$ cat src/rtl/ibram_bank_arbiter_if.sv
// Requester and bank-side bus of the IB-RAM bank arbiter. The master side is
// the environment: the decoder lanes plus the IB-RAM macro that returns read data.
interface ibram_bank_arbiter_if #(
  parameter int REQ_NUM         = 4,
  parameter int ADDR_WIDTH      = 8,
  parameter int BANK_NUM        = 4,
  parameter int PAGE_ADDR_WIDTH = 6,
  parameter int PAGE_SIZE       = 4
);
  logic [REQ_NUM-1:0]                  req_valid;
  logic [REQ_NUM*ADDR_WIDTH-1:0]       req_addr;
  logic [REQ_NUM-1:0]                  req_ready;
  logic [REQ_NUM-1:0]                  rsp_valid;
  logic [REQ_NUM*PAGE_SIZE-1:0]        rsp_data;
  logic [BANK_NUM-1:0]                 bank_rd_en;
  logic [BANK_NUM*PAGE_ADDR_WIDTH-1:0] bank_page_addr;
  logic [BANK_NUM*PAGE_SIZE-1:0]       bank_rdata;

  modport master (
    output req_valid, req_addr, bank_rdata,
    input  req_ready, rsp_valid, rsp_data, bank_rd_en, bank_page_addr
  );

  modport slave (
    input  req_valid, req_addr, bank_rdata,
    output req_ready, rsp_valid, rsp_data, bank_rd_en, bank_page_addr
  );
endinterface

$ cat src/rtl/ibram_bank_arbiter.sv
// Per-bank round-robin arbiter and read sequencer for the banked IB-RAM LUT macro.
// Optional feature: define IBRAM_ARB_RSP_REG_EN to add an output register on rsp_valid/rsp_data.
module ibram_bank_arbiter #(
  parameter int REQ_NUM              = 4,
  parameter int BANK_INTERLEAVE_TYPE = 0,
  parameter int BANK_NUM             = 4,
  parameter int ADDR_WIDTH           = 8,
  parameter int BANK_ADDR_WIDTH      = 2,
  parameter int PAGE_ADDR_WIDTH      = 6,
  parameter int PAGE_SIZE            = 4,
  parameter int ASYNC_RD_EN          = 1
) (
  input  logic                      sys_clk,
  input  logic                      rstn,
  ibram_bank_arbiter_if.slave       bus,
  input  logic                      stat_clr,
  output logic [15:0]               conflict_cnt
);

  localparam int PTR_W = (REQ_NUM > 1) ? $clog2(REQ_NUM) : 1;

  logic [BANK_ADDR_WIDTH-1:0] req_bank  [REQ_NUM];
  logic [PAGE_ADDR_WIDTH-1:0] req_page  [REQ_NUM];
  logic [PAGE_SIZE-1:0]       bank_word [BANK_NUM];
  logic                       grant_vld [BANK_NUM];
  logic [PTR_W-1:0]           grant_idx [BANK_NUM];
  logic [REQ_NUM-1:0]         accept;
  logic [REQ_NUM-1:0]         rsp_valid_int;
  logic [REQ_NUM*PAGE_SIZE-1:0] rsp_data_int;
  logic [15:0]                conflict_cnt_reg;
  logic                       conflict_any;

  genvar gi;

  // Bank side: round-robin search per bank, then drive that bank's read port.
  generate
    for (gi = 0; gi < BANK_NUM; gi++) begin : g_bank
      logic             vld;
      logic [PTR_W-1:0] sel;
      logic [PTR_W-1:0] cidx;
      logic [PTR_W-1:0] rr_ptr_reg;
      logic [PTR_W-1:0] rr_ptr_next;
      int               cand;

      always_comb begin
        vld  = 1'b0;
        sel  = '0;
        cand = 0;
        cidx = '0;
        for (int k = 0; k < REQ_NUM; k++) begin
          cand = int'(rr_ptr_reg) + k;
          if (cand >= REQ_NUM) cand = cand - REQ_NUM;
          cidx = PTR_W'(cand);
          if (!vld && bus.req_valid[cidx] && (req_bank[cidx] == BANK_ADDR_WIDTH'(gi))) begin
            vld = 1'b1;
            sel = cidx;
          end
        end
        // Nothing is granted while reset is held, so no read reaches the macro.
        if (!rstn) vld = 1'b0;
      end

      assign rr_ptr_next = (sel == PTR_W'(REQ_NUM - 1)) ? '0 : sel + PTR_W'(1);

      always_ff @(posedge sys_clk or negedge rstn) begin
        if (!rstn)    rr_ptr_reg <= '0;
        else if (vld) rr_ptr_reg <= rr_ptr_next;
      end

      assign grant_vld[gi] = vld;
      assign grant_idx[gi] = sel;
      assign bank_word[gi] = bus.bank_rdata[gi*PAGE_SIZE +: PAGE_SIZE];
      assign bus.bank_rd_en[gi] = vld;
      assign bus.bank_page_addr[gi*PAGE_ADDR_WIDTH +: PAGE_ADDR_WIDTH] = vld ? req_page[sel] : '0;
    end
  endgenerate

  // Requester side: address decode, grant collection and the response path.
  generate
    for (gi = 0; gi < REQ_NUM; gi++) begin : g_req
      logic [ADDR_WIDTH-1:0] addr;
      logic                  hit;

      assign addr = bus.req_addr[gi*ADDR_WIDTH +: ADDR_WIDTH];

      if (BANK_INTERLEAVE_TYPE == 0) begin : g_bank_hi
        assign req_bank[gi] = addr[ADDR_WIDTH-1 -: BANK_ADDR_WIDTH];
        assign req_page[gi] = addr[PAGE_ADDR_WIDTH-1:0];
      end else begin : g_bank_lo
        assign req_bank[gi] = addr[BANK_ADDR_WIDTH-1:0];
        assign req_page[gi] = addr[ADDR_WIDTH-1 -: PAGE_ADDR_WIDTH];
      end

      always_comb begin
        hit = 1'b0;
        for (int b = 0; b < BANK_NUM; b++) begin
          if (grant_vld[b] && (grant_idx[b] == PTR_W'(gi))) hit = 1'b1;
        end
      end

      assign accept[gi]        = hit;
      assign bus.req_ready[gi] = hit;

      if (ASYNC_RD_EN != 0) begin : g_async
        logic                 valid_reg;
        logic [PAGE_SIZE-1:0] data_reg;

        // Macro data is already valid in the grant cycle, so capture it there.
        always_ff @(posedge sys_clk or negedge rstn) begin
          if (!rstn) begin
            valid_reg <= 1'b0;
            data_reg  <= '0;
          end else begin
            valid_reg <= hit;
            data_reg  <= hit ? bank_word[req_bank[gi]] : '0;
          end
        end

        assign rsp_valid_int[gi] = valid_reg;
        assign rsp_data_int[gi*PAGE_SIZE +: PAGE_SIZE] = data_reg;
      end else begin : g_sync
        logic                       valid_reg;
        logic [BANK_ADDR_WIDTH-1:0] tag_reg;

        // Macro data arrives a cycle late; the tag selects which bank to forward.
        always_ff @(posedge sys_clk or negedge rstn) begin
          if (!rstn) begin
            valid_reg <= 1'b0;
            tag_reg   <= '0;
          end else begin
            valid_reg <= hit;
            if (hit) tag_reg <= req_bank[gi];
          end
        end

        assign rsp_valid_int[gi] = valid_reg;
        assign rsp_data_int[gi*PAGE_SIZE +: PAGE_SIZE] = valid_reg ? bank_word[tag_reg] : '0;
      end
    end
  endgenerate

`ifdef IBRAM_ARB_RSP_REG_EN
  logic [REQ_NUM-1:0]           rsp_valid_q_reg;
  logic [REQ_NUM*PAGE_SIZE-1:0] rsp_data_q_reg;

  always_ff @(posedge sys_clk or negedge rstn) begin
    if (!rstn) begin
      rsp_valid_q_reg <= '0;
      rsp_data_q_reg  <= '0;
    end else begin
      rsp_valid_q_reg <= rsp_valid_int;
      rsp_data_q_reg  <= rsp_data_int;
    end
  end

  assign bus.rsp_valid = rsp_valid_q_reg;
  assign bus.rsp_data  = rsp_data_q_reg;
`else
  assign bus.rsp_valid = rsp_valid_int;
  assign bus.rsp_data  = rsp_data_int;
`endif

  assign conflict_any = |(bus.req_valid & ~accept);

  always_ff @(posedge sys_clk or negedge rstn) begin
    if (!rstn)                                          conflict_cnt_reg <= '0;
    else if (stat_clr)                                  conflict_cnt_reg <= '0;
    else if (conflict_any && (conflict_cnt_reg != 16'hFFFF)) conflict_cnt_reg <= conflict_cnt_reg + 16'd1;
  end

  assign conflict_cnt = conflict_cnt_reg;

endmodule

$ cat src/flat_wrapper.sv
// flat-port wrapper written by rule: the top's interface ports become plain ports
module ibram_bank_arbiter_flat 
#(
  parameter int REQ_NUM              = 4,
  parameter int BANK_INTERLEAVE_TYPE = 0,
  parameter int BANK_NUM             = 4,
  parameter int ADDR_WIDTH           = 8,
  parameter int BANK_ADDR_WIDTH      = 2,
  parameter int PAGE_ADDR_WIDTH      = 6,
  parameter int PAGE_SIZE            = 4,
  parameter int ASYNC_RD_EN          = 1
)
  (sys_clk, rstn, stat_clr, conflict_cnt, bus_req_valid, bus_req_addr, bus_bank_rdata, bus_req_ready, bus_rsp_valid, bus_rsp_data, bus_bank_rd_en, bus_bank_page_addr);
  ibram_bank_arbiter_if #(.REQ_NUM(REQ_NUM), .ADDR_WIDTH(ADDR_WIDTH), .BANK_NUM(BANK_NUM), .PAGE_ADDR_WIDTH(PAGE_ADDR_WIDTH), .PAGE_SIZE(PAGE_SIZE)) bus_i ();
  input  logic sys_clk;
  input  logic rstn;
  input  logic stat_clr;
  output logic [15:0] conflict_cnt;
  input wire logic [$bits(bus_i.req_valid)-1:0] bus_req_valid;
  input wire logic [$bits(bus_i.req_addr)-1:0] bus_req_addr;
  input wire logic [$bits(bus_i.bank_rdata)-1:0] bus_bank_rdata;
  output wire logic [$bits(bus_i.req_ready)-1:0] bus_req_ready;
  output wire logic [$bits(bus_i.rsp_valid)-1:0] bus_rsp_valid;
  output wire logic [$bits(bus_i.rsp_data)-1:0] bus_rsp_data;
  output wire logic [$bits(bus_i.bank_rd_en)-1:0] bus_bank_rd_en;
  output wire logic [$bits(bus_i.bank_page_addr)-1:0] bus_bank_page_addr;
  assign bus_i.req_valid = bus_req_valid;
  assign bus_i.req_addr = bus_req_addr;
  assign bus_i.bank_rdata = bus_bank_rdata;
  assign bus_req_ready = bus_i.req_ready;
  assign bus_rsp_valid = bus_i.rsp_valid;
  assign bus_rsp_data = bus_i.rsp_data;
  assign bus_bank_rd_en = bus_i.bank_rd_en;
  assign bus_bank_page_addr = bus_i.bank_page_addr;
  ibram_bank_arbiter #(.REQ_NUM(REQ_NUM), .BANK_INTERLEAVE_TYPE(BANK_INTERLEAVE_TYPE), .BANK_NUM(BANK_NUM), .ADDR_WIDTH(ADDR_WIDTH), .BANK_ADDR_WIDTH(BANK_ADDR_WIDTH), .PAGE_ADDR_WIDTH(PAGE_ADDR_WIDTH), .PAGE_SIZE(PAGE_SIZE), .ASYNC_RD_EN(ASYNC_RD_EN)) u_core (.sys_clk(sys_clk), .rstn(rstn), .bus(bus_i), .stat_clr(stat_clr), .conflict_cnt(conflict_cnt));
endmodule
$ cat config.mk
export PLATFORM = sky130hd
export DESIGN_NAME = ibram_bank_arbiter_flat
export DESIGN_NICKNAME = d
export VERILOG_FILES = /design/src/rtl/ibram_bank_arbiter_if.sv /design/src/rtl/ibram_bank_arbiter.sv /design/src/flat_wrapper.sv
export SDC_FILE = /design/constraint.sdc
export NUM_CORES = 1
export LEC_CHECK = 0
export BUFFER_PORTS_ARGS = -buffer_cell sky130_fd_sc_hd__buf_2
export CAP_MARGIN = 10
export CORE_AREA = 2 2 97 99
export DETAILED_ROUTE_END_ITERATION = 16
export DIE_AREA = 0 0 99 101
export PLACE_DENSITY_LB_ADDON = 0.05
export REMOVE_ABC_BUFFERS = 1
export SLEW_MARGIN = 20
export SYNTH_ARGS = -nofsm -noshare
export SYNTH_HDL_FRONTEND = slang
export SYNTH_SLANG_ARGS = --single-unit
export TNS_END_PERCENT = 5
$ cat constraint.sdc
create_clock -name sys_clk -period 12.35 [get_ports sys_clk]
set_input_delay 2.47 -clock sys_clk [delete_from_list [all_inputs] [get_ports sys_clk]]
set_output_delay 2.47 -clock sys_clk [all_outputs]
set_load 0.005 [all_outputs]
Word-level counts from Yosys, hierarchy flattened --
Cells that the tools add are included.
Word-level totals: word-level logic and storage cells 406, register bits 44, output and inout port bits 68, bits of input ports 55
Operators by class: order comparisons 56, reductions and logical operators 67, bitwise operators 26, equality and inequality tests 25, add/sub/neg operators 33, muxes and demuxes 186
Operator list (count):
- 2-bit two-way mux | 68
- 3-bit >= comparator, second input constant | 36
- 6-bit two-way mux | 12
- 2-bit inverter with 3-bit output | 24
- 2-bit binary-select mux with 2-bit select | 16
- 1-bit two-way mux | 52
- 6-bit binary-select mux with 2-bit select | 4
- 2-bit by 3-bit less-than comparator with 1-bit output, second input constant | 16
- 4-bit two-way mux | 12
- 1-bit logical AND | 45
- 1-bit binary-select mux with 2-bit select | 16
- 4-bit binary-select mux with 2-bit select | 4
- 2-bit == test, second input constant | 16
- 16-bit two-way mux | 2
- 2-bit by 1-bit subtractor with 2-bit output, second input constant | 16
- 2-bit by 2-bit adder with 3-bit output, second input constant | 8
- 16-bit by 1-bit adder with 16-bit output, second input constant | 1
- 2-bit by 1-bit == test with 1-bit output, second input constant | 8
- 2-bit zero test | 8
- 16-bit != test, second input constant | 1
- 2-bit by 1-bit adder with 3-bit output, second input constant | 4
- 2-bit by 3-bit >= comparator with 1-bit output, second input constant | 4
- 1-bit zero test | 12
- 2-bit by 1-bit adder with 2-bit output, second input constant | 4
- other kinds (4) | 4

Depth between registers and ports, before layout --
Gate-level depths: netlist of the first run.
word-level depth 33, mapped depth 15, gate-level depth less buffers 12

Least setup slack after synthesis of the first run --
No wires, ideal clock.
kind input-to-output, start point input port bus_req_addr[30], end point output port bus_req_ready[3], setup slack 5051 ps, required time 9880 ps, data arrival time 4829 ps, cell stages on the path 10, path buffers 3, cells stage by stage buf_2 -> or3b_1 -> o21a_1 -> nor3_1 -> buf_2 -> ha_1 -> a22o_1 -> a222oi_1 -> inv_1 -> buf_4
Between the ends: cells in the longest elaborated chain, start to end 24, elaborated cells between the ends (all ways) 152, classes of those cells eq/ne (16); mux (88); reduce/logical (48)
Ends and longest elaborated chain:
- start, declared | line flat_wrapper.sv:20 | input wire logic [$bits(bus_i.req_addr)-1:0] bus_req_addr;
- 2-bit binary-select mux with 2-bit select | line ibram_bank_arbiter.sv:54 | if (!vld && bus.req_valid[cidx] && (req_bank[cidx] == BANK_ADDR_WIDTH'(gi))) begin
- 2-bit two-way mux (not written as such) (2 in a row) | line ibram_bank_arbiter.sv:54
- 2-bit zero test | line ibram_bank_arbiter.sv:54
- 1-bit logical AND | line ibram_bank_arbiter.sv:54
- 1-bit two-way mux | line ibram_bank_arbiter.sv:54
- 1-bit zero test | line ibram_bank_arbiter.sv:54
- 1-bit logical AND (2 in a row) | line ibram_bank_arbiter.sv:54
- 1-bit two-way mux | line ibram_bank_arbiter.sv:54
- [... 3 more ...]
- 1-bit two-way mux | line ibram_bank_arbiter.sv:54
- 1-bit zero test | line ibram_bank_arbiter.sv:54
- 1-bit logical AND (2 in a row) | line ibram_bank_arbiter.sv:54
- 2-bit two-way mux / 1-bit two-way mux (equally long branches) | line ibram_bank_arbiter.sv:54
- 2-bit == test / 1-bit two-way mux (equally long branches) | line ibram_bank_arbiter.sv:97, ibram_bank_arbiter.sv:60
- 1-bit logical AND | line ibram_bank_arbiter.sv:97 | if (grant_vld[b] && (grant_idx[b] == PTR_W'(gi))) hit = 1'b1;
- 1-bit two-way mux (3 in a row) | line ibram_bank_arbiter.sv:97
- 1-bit two-way mux (*) | line ibram_bank_arbiter.sv:97
- end, declared | line flat_wrapper.sv:22 | output wire logic [$bits(bus_i.req_ready)-1:0] bus_req_ready;
Mark *: on every way between the ends. The rest lies on a longest branch, timed or not. The select of a mux whose other input is x is not followed.

Worst setup path after layout of the first run --
start point input port bus_req_addr[14], end point output port bus_req_ready[2]
Same word-level chain as after synthesis.

==> impl_metrics.csv, run 1 <==
group,metric,value,unit
outcome,status,"complete, no violations",
critical_path,crit_fanout,11,
clock_network,cts_sinks,44,
flow_run,maxCapViolCount,0,
place,dp_cells,603,
route,drt_pre_antenna_iters,4,
timing,period_minus_slack,7.91,ns
timing,grt_setup_unrepaired,"false",
timing,tns,0,ns
synthesis,netlist_instances,404,
floorplan,io_pins,123,
route,m1WireLength,4.84,mm
finish,syn2layout_area_growth,16.6,%
finish,num_antenna_cells,0,
timing,tightest_slew,0.989,ns
timing,fmax,126,MHz
clock_network,cts_inserted_buffers,5,
clock_network,clk_pin_slew,0.09,ns
synthesis,yosysTopAreaCellShare,27.8,%
critical_path,endpoint_kind,"output port",
floorplan,die_w,99,µm
clock_network,cts_resized,0,
grt,grt_usage,21.6,%
timing,finClkSkew,0.0101,ns
critical_path,cp-start-kind,"input port",
clock_network,holdBufCountCts,0,
clock_network,clk_path_buf_depth,2,
route,top_layer,"met4",
floorplan,dieArea,10000,µm²
grt,grt_pass1_vias,3352,
route,routed_wl,10.9,mm
finish,finalNonFillerCells,611,
route,wl_per_cell,17.8,µm
critical_path,crit_type,"input port to output port",
floorplan,core_area,8980,µm²
finish,layout-drive-gt1-share,36.8,%
finish,n_fill_cell,864,
synthesis,synthesis.area,3960,µm²
floorplan,initial_core_util,44.1,%
synthesis,ys_warn_count,0,
grt,grt_pass1_wl,17.3,mm
route,dr_wl_met3,632,µm
floorplan,die_h,101,µm
clock_network,cts_tree,"yes",
pwr,p_leak,2.15,nW
synthesis,synth-seq-area-share,27.8,%
synthesis,synth_top_flop_cell,"dfrtp_1",
timing,fin_crit_sh,64.1,%
route,drtAntennaViolNets,0,
critical_path,required,9.88,ns
route,vias_per_cell,5.95,
synthesis,synth-edff-count,0,
pwr,powerDensity,91.3,nW/µm²
synthesis,ys_ff_latch,44,
pwr,peakVddDrop,0.0708,mV
place,hpwl,7.87,mm
grt,grt_max_degree,50,
synthesis,postSynthAreaPerCell,9.80,µm²
grt,grt-ovfl-total,0,
synthesis,synth.distinct_cells,69,
route,num_vias,3635,
synthesis,yosys.area.top_type,"dfrtp_1",
place,dp_slack,4.42,ns
synthesis,synth_area_leaders,"dfrtp_1 (28%), mux4_2 (13%), a211oi_1 (5.9%)",
timing,slew_headroom,34.1,%
floorplan,num_rows,35,
clock_network,postCtsSetupBuffers,0,
synthesis,synthArstFlopShare,100,%
grt,antenna_found_initial,0,
route,wl_met2,5.25,mm
clock_network,root_buffer,"clkbuf_8",
place,place_congestion,0.823,
hold_path,hp-class,"flop to flop",
clock_network,cts_htree_levels,2,
timing,hold_violations,0,
timing,slew_violations,0,
timing,setup_slack,4.44,ns
route,drc,0,
critical_path,critPathArrivalTime,5.44,ns
timing,setup_viol,0,
place,port_buffers,122,
clock_network,clk_latency,0.30,ns
finish,final_net_count,562,
finish,final_util,51.4,%
route,first_iter_violations,209,
pwr,p_total,0.421,mW
-- synth_stat cells (8+ instances only) --
master,n
a211oi_1,31
a21oi_1,19
and2_1,8
buf_4,14
dfrtp_1,44
ha_1,8
inv_1,14
mux2_2,8
mux2i_1,20
mux4_2,22
nand2_1,24
nor2_1,19
nor2b_1,26
o21ai_0,10
o21ai_1,8
or3_1,13
-- worst max-delay path: stages --
cell and delay [ns]:
buf_2 0.25, and3_1 0.34, a21boi_0 0.22, o22ai_1 0.12, a21oi_2 0.55, inv_1 0.15
ha_1 0.23, nand2_1 0.07, o21ai_0 0.08, a221oi_1 0.65, inv_1 0.13, buf_2 0.16
-- logic make-up after synthesis --
| family | synth area share, % |
|---|---|
| AO/OA/AOI/OAI | 17.6 |
| XOR/XNOR | 0.221 |
| adder cells (fa/ha/maj) | 2.53 |
| buffers and inverters | 7.75 |
| flip-flops | 27.8 |
| multiplexers | 19.9 |
| AND/OR/NAND/NOR | 24.2 |
-- area by class of cell --
class | count | area (µm²) | share of cell area (%)
Clock buffer | 5 | 68.8 | 1.49
Inverter | 17 | 63.8 | 1.38
Clock inverter | 3 | 46.3 | 1.00
Multi-Input combinational cell | 306 | 2560 | 55.5
Timing Repair Buffer | 125 | 633 | 13.7
Tap cell | 111 | 139 | 3.01
Sequential cell | 44 | 1100 | 23.9
-- where the power goes --
group | internal (mW) | switching (mW) | total [mW]
Combinational | 0.0619 | 0.0759 | 0.138
Sequential | 0.156 | 0.0115 | 0.168
Clock | 0.0610 | 0.0548 | 0.116
Total | 0.279 | 0.142 | 0.421
-- routing by layer --
layer / GRT usage [%] / vias to the layer above
met3: 3.47 / 16
met2: 36.0 / 135
met1: 29.1 / 1765
li1: - / 1719
met5: 0 / -
met4: 6.22 / 0
-- cell usage in the layout, fill, tap and decap left out, drive strengths merged, types with 13 or more instances in the layout --
cell / Yosys / layout
or3: 13 / 13
o21ai: 18 / 18
mux2i: 20 / 20
mux4: 22 / 22
nor2b: 26 / 26
a21oi: 21 / 21
buf: 29 / 125
dfrtp: 44 / 44
nand2: 25 / 25
inv: 17 / 18
a211oi: 31 / 31
nor2: 19 / 19
-- through the flow --
stage | instance area [µm²] | hold WS [ns]
after floorplan | 3710 | 0.469
after global placement | 4490 | 0.521
after detailed placement | 4490 | 0.526
after CTS | 4610 | 0.549
after global routing | 4610 | 0.616
final | 4610 | 0.548
-- worst paths after layout --
| kind | from | to | slack (ns) | depth (start not counted) |
|---|---|---|---|---|
| max in group asynchronous | rstn | u_core.g_req[0].g_async.data_reg[2] | 9.65 | 2 |
| setup / recovery | bus_req_addr[14] | bus_req_ready[2] | 4.44 | 12 |
| hold / removal | u_core.g_bank[3].rr_ptr_reg[0] | u_core.g_bank[3].rr_ptr_reg[0] | 0.55 | 2 |
| setup reg to reg | u_core.g_bank[0].rr_ptr_reg[1] | u_core.conflict_cnt[10] | 8.56 | 12 |
| hold reg to reg | u_core.g_bank[3].rr_ptr_reg[0] | u_core.g_bank[3].rr_ptr_reg[0] | 0.55 | 2 |
| min in group asynchronous | rstn | u_core.conflict_cnt[3] | 2.26 | 2 |
Power figures use the tool's default switching activity.
==> run 2, diff against run 1 <==
--- a/config.mk
+++ b/config.mk
@@ -5,11 +5,12 @@
 export SDC_FILE = /design/constraint.sdc
 export NUM_CORES = 1
 export LEC_CHECK = 0
+export ABC_AREA = 1
 export BUFFER_PORTS_ARGS = -buffer_cell sky130_fd_sc_hd__buf_2
 export CAP_MARGIN = 10
-export CORE_AREA = 2 2 97 99
+export CORE_AREA = 2 2 106 108
 export DETAILED_ROUTE_END_ITERATION = 16
-export DIE_AREA = 0 0 99 101
+export DIE_AREA = 0 0 108 110
 export PLACE_DENSITY_LB_ADDON = 0.05
 export REMOVE_ABC_BUFFERS = 1
 export SLEW_MARGIN = 20
==> constraint.sdc (replaced) <==
create_clock -name sys_clk -period 8.2 [get_ports sys_clk]
set_input_delay 1.64 -clock sys_clk [delete_from_list [all_inputs] [get_ports sys_clk]]
set_output_delay 1.64 -clock sys_clk [all_outputs]
set_load 0.005 [all_outputs]
==> run 2 against run 1 <==
Compared with the run above:
- clock skew rose by 0.0048 ns
- die area rose by 19%
- register-to-register slack got worse by 4.0 ns
- largest power group is now combinational logic
- highest routed layer unchanged
==> impl_metrics.csv, run 2 <==
group,metric,value,unit
clock_network,clk_path_buf_depth,2,
critical_path,crit_chain,"buf_2 -> nand2_1 -> o31ai_1 -> nand2_1 -> nand2_1 -> nor2_1 -> nand2_1 -> nand4_1 -> nand2_1 -> inv_1 -> ha_1 -> inv_1 -> nor2_1 -> nor2_1 -> nand2_1 -> buf_2",
synthesis,synthArstFlopShare,100,%
finish,final_net_count,900,
place,placed_cell_area,5310,µm²
grt,use_met2,40.9,%
clock_network,clk_latency,0.31,ns
synthesis,synth.most_common_cell,"nand2_1",
critical_path,critPathMaxStageDelay,0.54,ns
synthesis,synthesis.area,4750,µm²
timing,slew_headroom,30.6,%
critical_path,worst-r2r-setup-slack,4.57,ns
finish,final_util,50.9,%
synthesis,yosys.area.top_type,"dfrtp_1",
synthesis,ys_warn_count,0,
place,port_buffers,122,
grt,grt_pass1_vias,4856,
synthesis,postSynthAreaPerCell,6.40,µm²
critical_path,cp-start-kind,"input port",
place,hpwl,11.7,mm
synthesis,netlist_top_cells_count,"nand2_1 (152), inv_1 (84), nor2_1 (72)",
floorplan,dieArea,11900,µm²
pwr,powerDensity,366,nW/µm²
timing,fmax,164,MHz
timing,setup_viol,0,
route,num_vias,5390,
synthesis,synth_top_flop_cell,"dfrtp_1",
finish,num_antenna_cells,0,
hold_path,min_delay_path_depth,2,
timing,fin_crit_sh,74.6,%
clock_network,cts_resized,0,
floorplan,io_pins,123,
timing,period_minus_slack,6.11,ns
outcome,status,"complete, no violations",
place,place_congestion,0.906,
timing,tns,0,ns
clock_network,cts_tree,"yes",
floorplan,die_w,108,µm
synthesis,synth_area_leaders,"dfrtp_1 (23%), nand2_1 (12%), inv_1 (6.6%)",
timing,hold_violations,0,
critical_path,crit_fanout,22,
clock_network,cts_htree_levels,2,
critical_path,crit_type,"input port to output port",
critical_path,crit_top_cell,"nand2_1",
synthesis,yosysTopAreaCellShare,23.2,%
grt,grt_max_degree,33,
floorplan,num_rows,38,
finish,layout_commonest_cell,"nand2_1",
floorplan,initial_core_util,44.4,%
critical_path,endpoint_kind,"output port",
finish,register_area,1100,µm²
floorplan,core_area,10700,µm²
finish,final_area,5440,µm²
finish,syn2layout_area_growth,14.7,%
finish,final_cell_mix,"nand2_1 (152), buf_2 (122), inv_1 (83)",
route,drt_pre_antenna_iters,5,
hold_path,hp-class,"flop to flop",
clock_network,cts_inserted_buffers,5,
route,first_iter_violations,366,
timing,finClkSkew,0.0149,ns
grt,grt_pass1_wl,23.7,mm
finish,n_fill_cell,1119,
finish,layout-drive-gt1-share,26.0,%
finish,multi_input_area,3030,µm²
critical_path,slowest_stage,"nand2_1",
grt,busiest_layer,"met2",
critical_path,required,6.56,ns
synthesis,synth.distinct_cells,38,
synthesis,ys_ff_latch,44,
route,drtAntennaViolNets,0,
route,routed_wl,14.9,mm
grt,grt-ovfl-total,0,
clock_network,postCtsSetupBuffers,0,
timing,slew_violations,0,
route,drc,0,
clock_network,clk_pin_slew,0.08,ns
pwr,p_leak,3.01,nW
critical_path,reg2reg_depth,20,
route,wl_per_cell,15.3,µm
synthesis,synth-edff-count,0,
grt,met3_usage,3.12,%
critical_path,critPathArrivalTime,4.47,ns
grt,antenna_found_initial,0,
clock_network,cts_sinks,44,
synthesis,synth-seq-area-share,23.2,%
pwr,peakVddDrop,0.255,mV
clock_network,holdBufCountCts,0,
clock_network,root_buffer,"clkbuf_8",
grt,gr-usage-met1,33.8,%
route,vias_per_cell,5.52,
flow_run,maxCapViolCount,0,
timing,tightest_slew,1.04,ns
timing,grt_setup_unrepaired,"false",
floorplan,die_h,110,µm
synthesis,netlist_instances,741,
grt,grt_usage,24.6,%
run 2: critical path, delay by kind of cell:
family,cells,cell delay [ns]
adder cells (fa/ha/maj),1,0.27
buffers and inverters,4,0.65
AND/OR/NAND/NOR,10,1.56
AO/OA/AOI/OAI,1,0.34
run 2: where the power goes:
part           total [mW]  switching [mW]  internal, mW
clock network       0.198          0.0780         0.120
logic                1.45           0.982         0.467
registers           0.343          0.0661         0.277
run 2: layout make-up:
| class | instances | share of cell area [%] |
|---|---|---|
| Timing Repair Buffer | 123 | 11.4 |
| Clock buffer | 5 | 1.26 |
| Inverter | 103 | 7.15 |
| Multi-Input combinational cell | 560 | 55.7 |
| Tap cell | 140 | 3.22 |
| Sequential cell | 44 | 20.2 |
| Clock inverter | 2 | 1.10 |
run 2: worst paths after layout:
path / startpoint / to
worst max-delay path: bus_req_addr[23] / bus_req_ready[1]
worst min-delay path: u_core.conflict_cnt[13] / u_core.conflict_cnt[13]
worst max register to register: u_core.g_bank[3].rr_ptr_reg[0] / u_core.conflict_cnt[6]
worst min register to register: u_core.conflict_cnt[13] / u_core.conflict_cnt[13]
max in group asynchronous: rstn / u_core.conflict_cnt[12]
min in group asynchronous: rstn / u_core.g_req[3].g_async.data_reg[2]
run 2: cells by family (layout without fill, tap and decap cells):
family / Yosys count / after routing / synth area share, %
AOI/OAI and AO/OA: 145 / 145 / 17.9
adders and majority gates: 8 / 8 / 2.11
DFF: 44 / 44 / 23.2
and+or+nand+nor: 394 / 394 / 41.4
buffers and inverters: 137 / 233 / 13.0
xor gates and xnor gates: 13 / 13 / 2.40
run 2: layer usage:
| metal | vias to the layer above | share of wire [%] |
|---|---|---|
| met4 | 0 | 1.3 |
| li1 | 2659 | - |
| met1 | 2490 | 46 |
| met3 | 21 | 5.7 |
| met2 | 220 | 46 |
| met5 | - | 0 |
run 2: stage by stage:
step                      total power, mW  setup WS, ns  hold WS, ns  cells
after global routing                 2.19          1.80        0.598    977
after floorplan                      1.33          3.10        0.535    707
after detailed placement             1.78          2.13        0.543    970
final                                1.99          2.09        0.570    977
after CTS                            1.99          2.11        0.561    977
after global placement               1.75          2.24        0.537    970
==> run 3, diff against run 2 <==
==> constraint.sdc (replaced) <==
create_clock -name sys_clk -period 5.5 [get_ports sys_clk]
set_input_delay 1.1 -clock sys_clk [delete_from_list [all_inputs] [get_ports sys_clk]]
set_output_delay 1.1 -clock sys_clk [all_outputs]
set_load 0.005 [all_outputs]
==> run 3 against run 2 <==
Compared with the run above:
- via count about the same
- critical endpoint unchanged
- non-clock buffer count increased by 3
- largest cell class unchanged
- core utilization increased by 0.21 points
- sequential cell count is the same
- global-route usage is 0.084 points higher
==> impl_metrics.csv, run 3 (same netlist as run 2, synthesis figures left out) <==
group,metric,value,unit
floorplan,core_area,10700,µm²
clock_network,clk_latency,0.31,ns
grt,grt_usage,24.7,%
flow_run,maxCapViolCount,0,
clock_network,clk_pin_slew,0.07,ns
timing,setup_viol,0,
route,routed_wl,14.7,mm
critical_path,path_depth,17,
pwr,power.switching,1.67,mW
critical_path,slowest_stage,"o31ai_1",
clock_network,holdBufCountCts,0,
clock_network,cts_resized,0,
critical_path,critPathMaxStageDelay,0.37,ns
route,first_iter_violations,411,
timing,period_minus_slack,4.70,ns
floorplan,io_pins,123,
finish,syn2layout_area_growth,15.1,%
place,placed_cell_area,5340,µm²
critical_path,crit_top_cell,"nand2_1",
pwr,p_total,2.99,mW
route,vias_per_cell,5.50,
finish,final_util,51.1,%
clock_network,postCtsSetupBuffers,0,
timing,slew_violations,0,
pwr,swShare,56.1,%
critical_path,reg2reg_depth,19,
critical_path,critPathTopFamily,"simple AND/OR/NAND/NOR gates",
floorplan,die_h,110,µm
route,drtAntennaViolNets,0,
pwr,internal-power,1.31,mW
finish,final_area,5460,µm²
pwr,power.share.combinational,72.9,%
critical_path,crit_fanout,22,
timing,slew_headroom,32.4,%
place,hpwl,11.6,mm
grt,antenna_found_initial,0,
floorplan,num_rows,38,
timing,grt_setup_unrepaired,"false",
pwr,peakVddDrop,0.273,mV
clock_network,clk_path_buf_depth,2,
finish,layout-drive-gt1-share,26.3,%
pwr,power_frac_clock,10.0,%
timing,finClkSkew,0.0189,ns
finish,num_antenna_cells,0,
hold_path,min_delay_path_depth,2,
place,port_buffers,122,
critical_path,required,4.40,ns
critical_path,cp-start-kind,"input port",
timing,setup_slack,0.802,ns
timing,tns,0,ns
clock_network,root_buffer,"clkbuf_8",
critical_path,crit_chain,"buf_2 -> nand2_1 -> o31ai_1 -> nand2_1 -> nand2_1 -> nor2_1 -> nand2_1 -> nand4_1 -> nand2_1 -> buf_4 -> inv_1 -> ha_1 -> inv_1 -> nor2_1 -> nor2_1 -> nand2_1 -> buf_2",
timing,fin_crit_sh,85.4,%
clock_network,cts_sinks,44,
finish,layout_commonest_cell,"nand2_1",
hold_path,hp-class,"flop to flop",
floorplan,dieArea,11900,µm²
floorplan,initial_core_util,44.4,%
critical_path,critPathArrivalTime,3.60,ns
grt,grt_pass1_vias,4933,
route,drt_pre_antenna_iters,5,
clock_network,cts_tree,"yes",
critical_path,endpoint_kind,"output port",
finish,final_cell_mix,"nand2_1 (152), buf_2 (122), inv_1 (83)",
clock_network,cts_htree_levels,2,
route,num_vias,5388,
outcome,status,"complete, no violations",
timing,tightest_slew,1.01,ns
route,drc,0,
floorplan,die_w,108,µm
route,wl_per_cell,15.0,µm
timing,hold_violations,0,
finish,final_net_count,903,
clock_network,cts_inserted_buffers,5,
pwr,powerDensity,546,nW/µm²
pwr,p_leak,3.03,nW
critical_path,crit_type,"input port to output port",
pwr,seqPwrFrac,17.1,%
critical_path,worst-path-buf-inv,5,
grt,grt_pass1_wl,23.8,mm
timing,fmax,213,MHz
grt,grt_max_degree,33,
place,place_congestion,0.922,
place,dp_slack,0.816,ns
grt,grt-ovfl-total,0,
finish,n_fill_cell,1143,
## run 3: cell types whose count changed in the layout (fill, tap and decap cells not counted), sizes merged
cell | before | now
buf | 123 | 126
## run 3: final cells by class
type	count	area (µm²)	share of cell area [%]
repair buffers	126	641	11.7
inverters	103	389	7.12
clock inverters	2	60.1	1.10
flip-flops and latches	44	1100	20.2
well taps	140	175	3.21
clock buffers	5	68.8	1.26
multi-input cells	560	3030	55.4
## run 3: worst paths after layout
kind,endpoint,slack (ns),start
max reg2reg,u_core.conflict_cnt[10],2.00,u_core.g_bank[1].rr_ptr_reg[0]
min reg2reg,u_core.conflict_cnt[10],0.57,u_core.conflict_cnt[10]
max in group asynchronous,u_core.conflict_cnt[15],3.95,rstn
min,u_core.conflict_cnt[10],0.57,u_core.conflict_cnt[10]
max,bus_req_ready[1],0.80,bus_req_addr[23]
min in group asynchronous,u_core.g_req[0].g_async.data_reg[2],0.76,rstn
## run 3: per-layer routing
layer / GRT usage, % / wire length (µm)
met1: 32.3 / 6630
met3: 3.76 / 985
met2: 42.0 / 6910
met5: 0 / 0
met4: 7.69 / 226
## run 3: power groups by stage
stage               Clock [mW]  Combinational, mW  Sequential [mW]
floorplan                    0               1.47            0.505
global placement             0               2.13            0.515
detailed placement           0               2.16            0.517
CTS                      0.303               2.17            0.509
global route             0.319               2.44            0.526
finish                   0.297               2.18            0.511
## run 3: stage by stage
step,hold WS [ns],cells
detailed placement,0.557,973
finish,0.571,980
CTS,0.577,980
floorplan,0.535,707
global placement,0.544,973
global route,0.607,980
## run 3: tightest hold or removal path, stage by stage (launching register included)
cell and delay, ns:
dfrtp_1 0.39, nand3_1 0.09, nand2_1 0.06
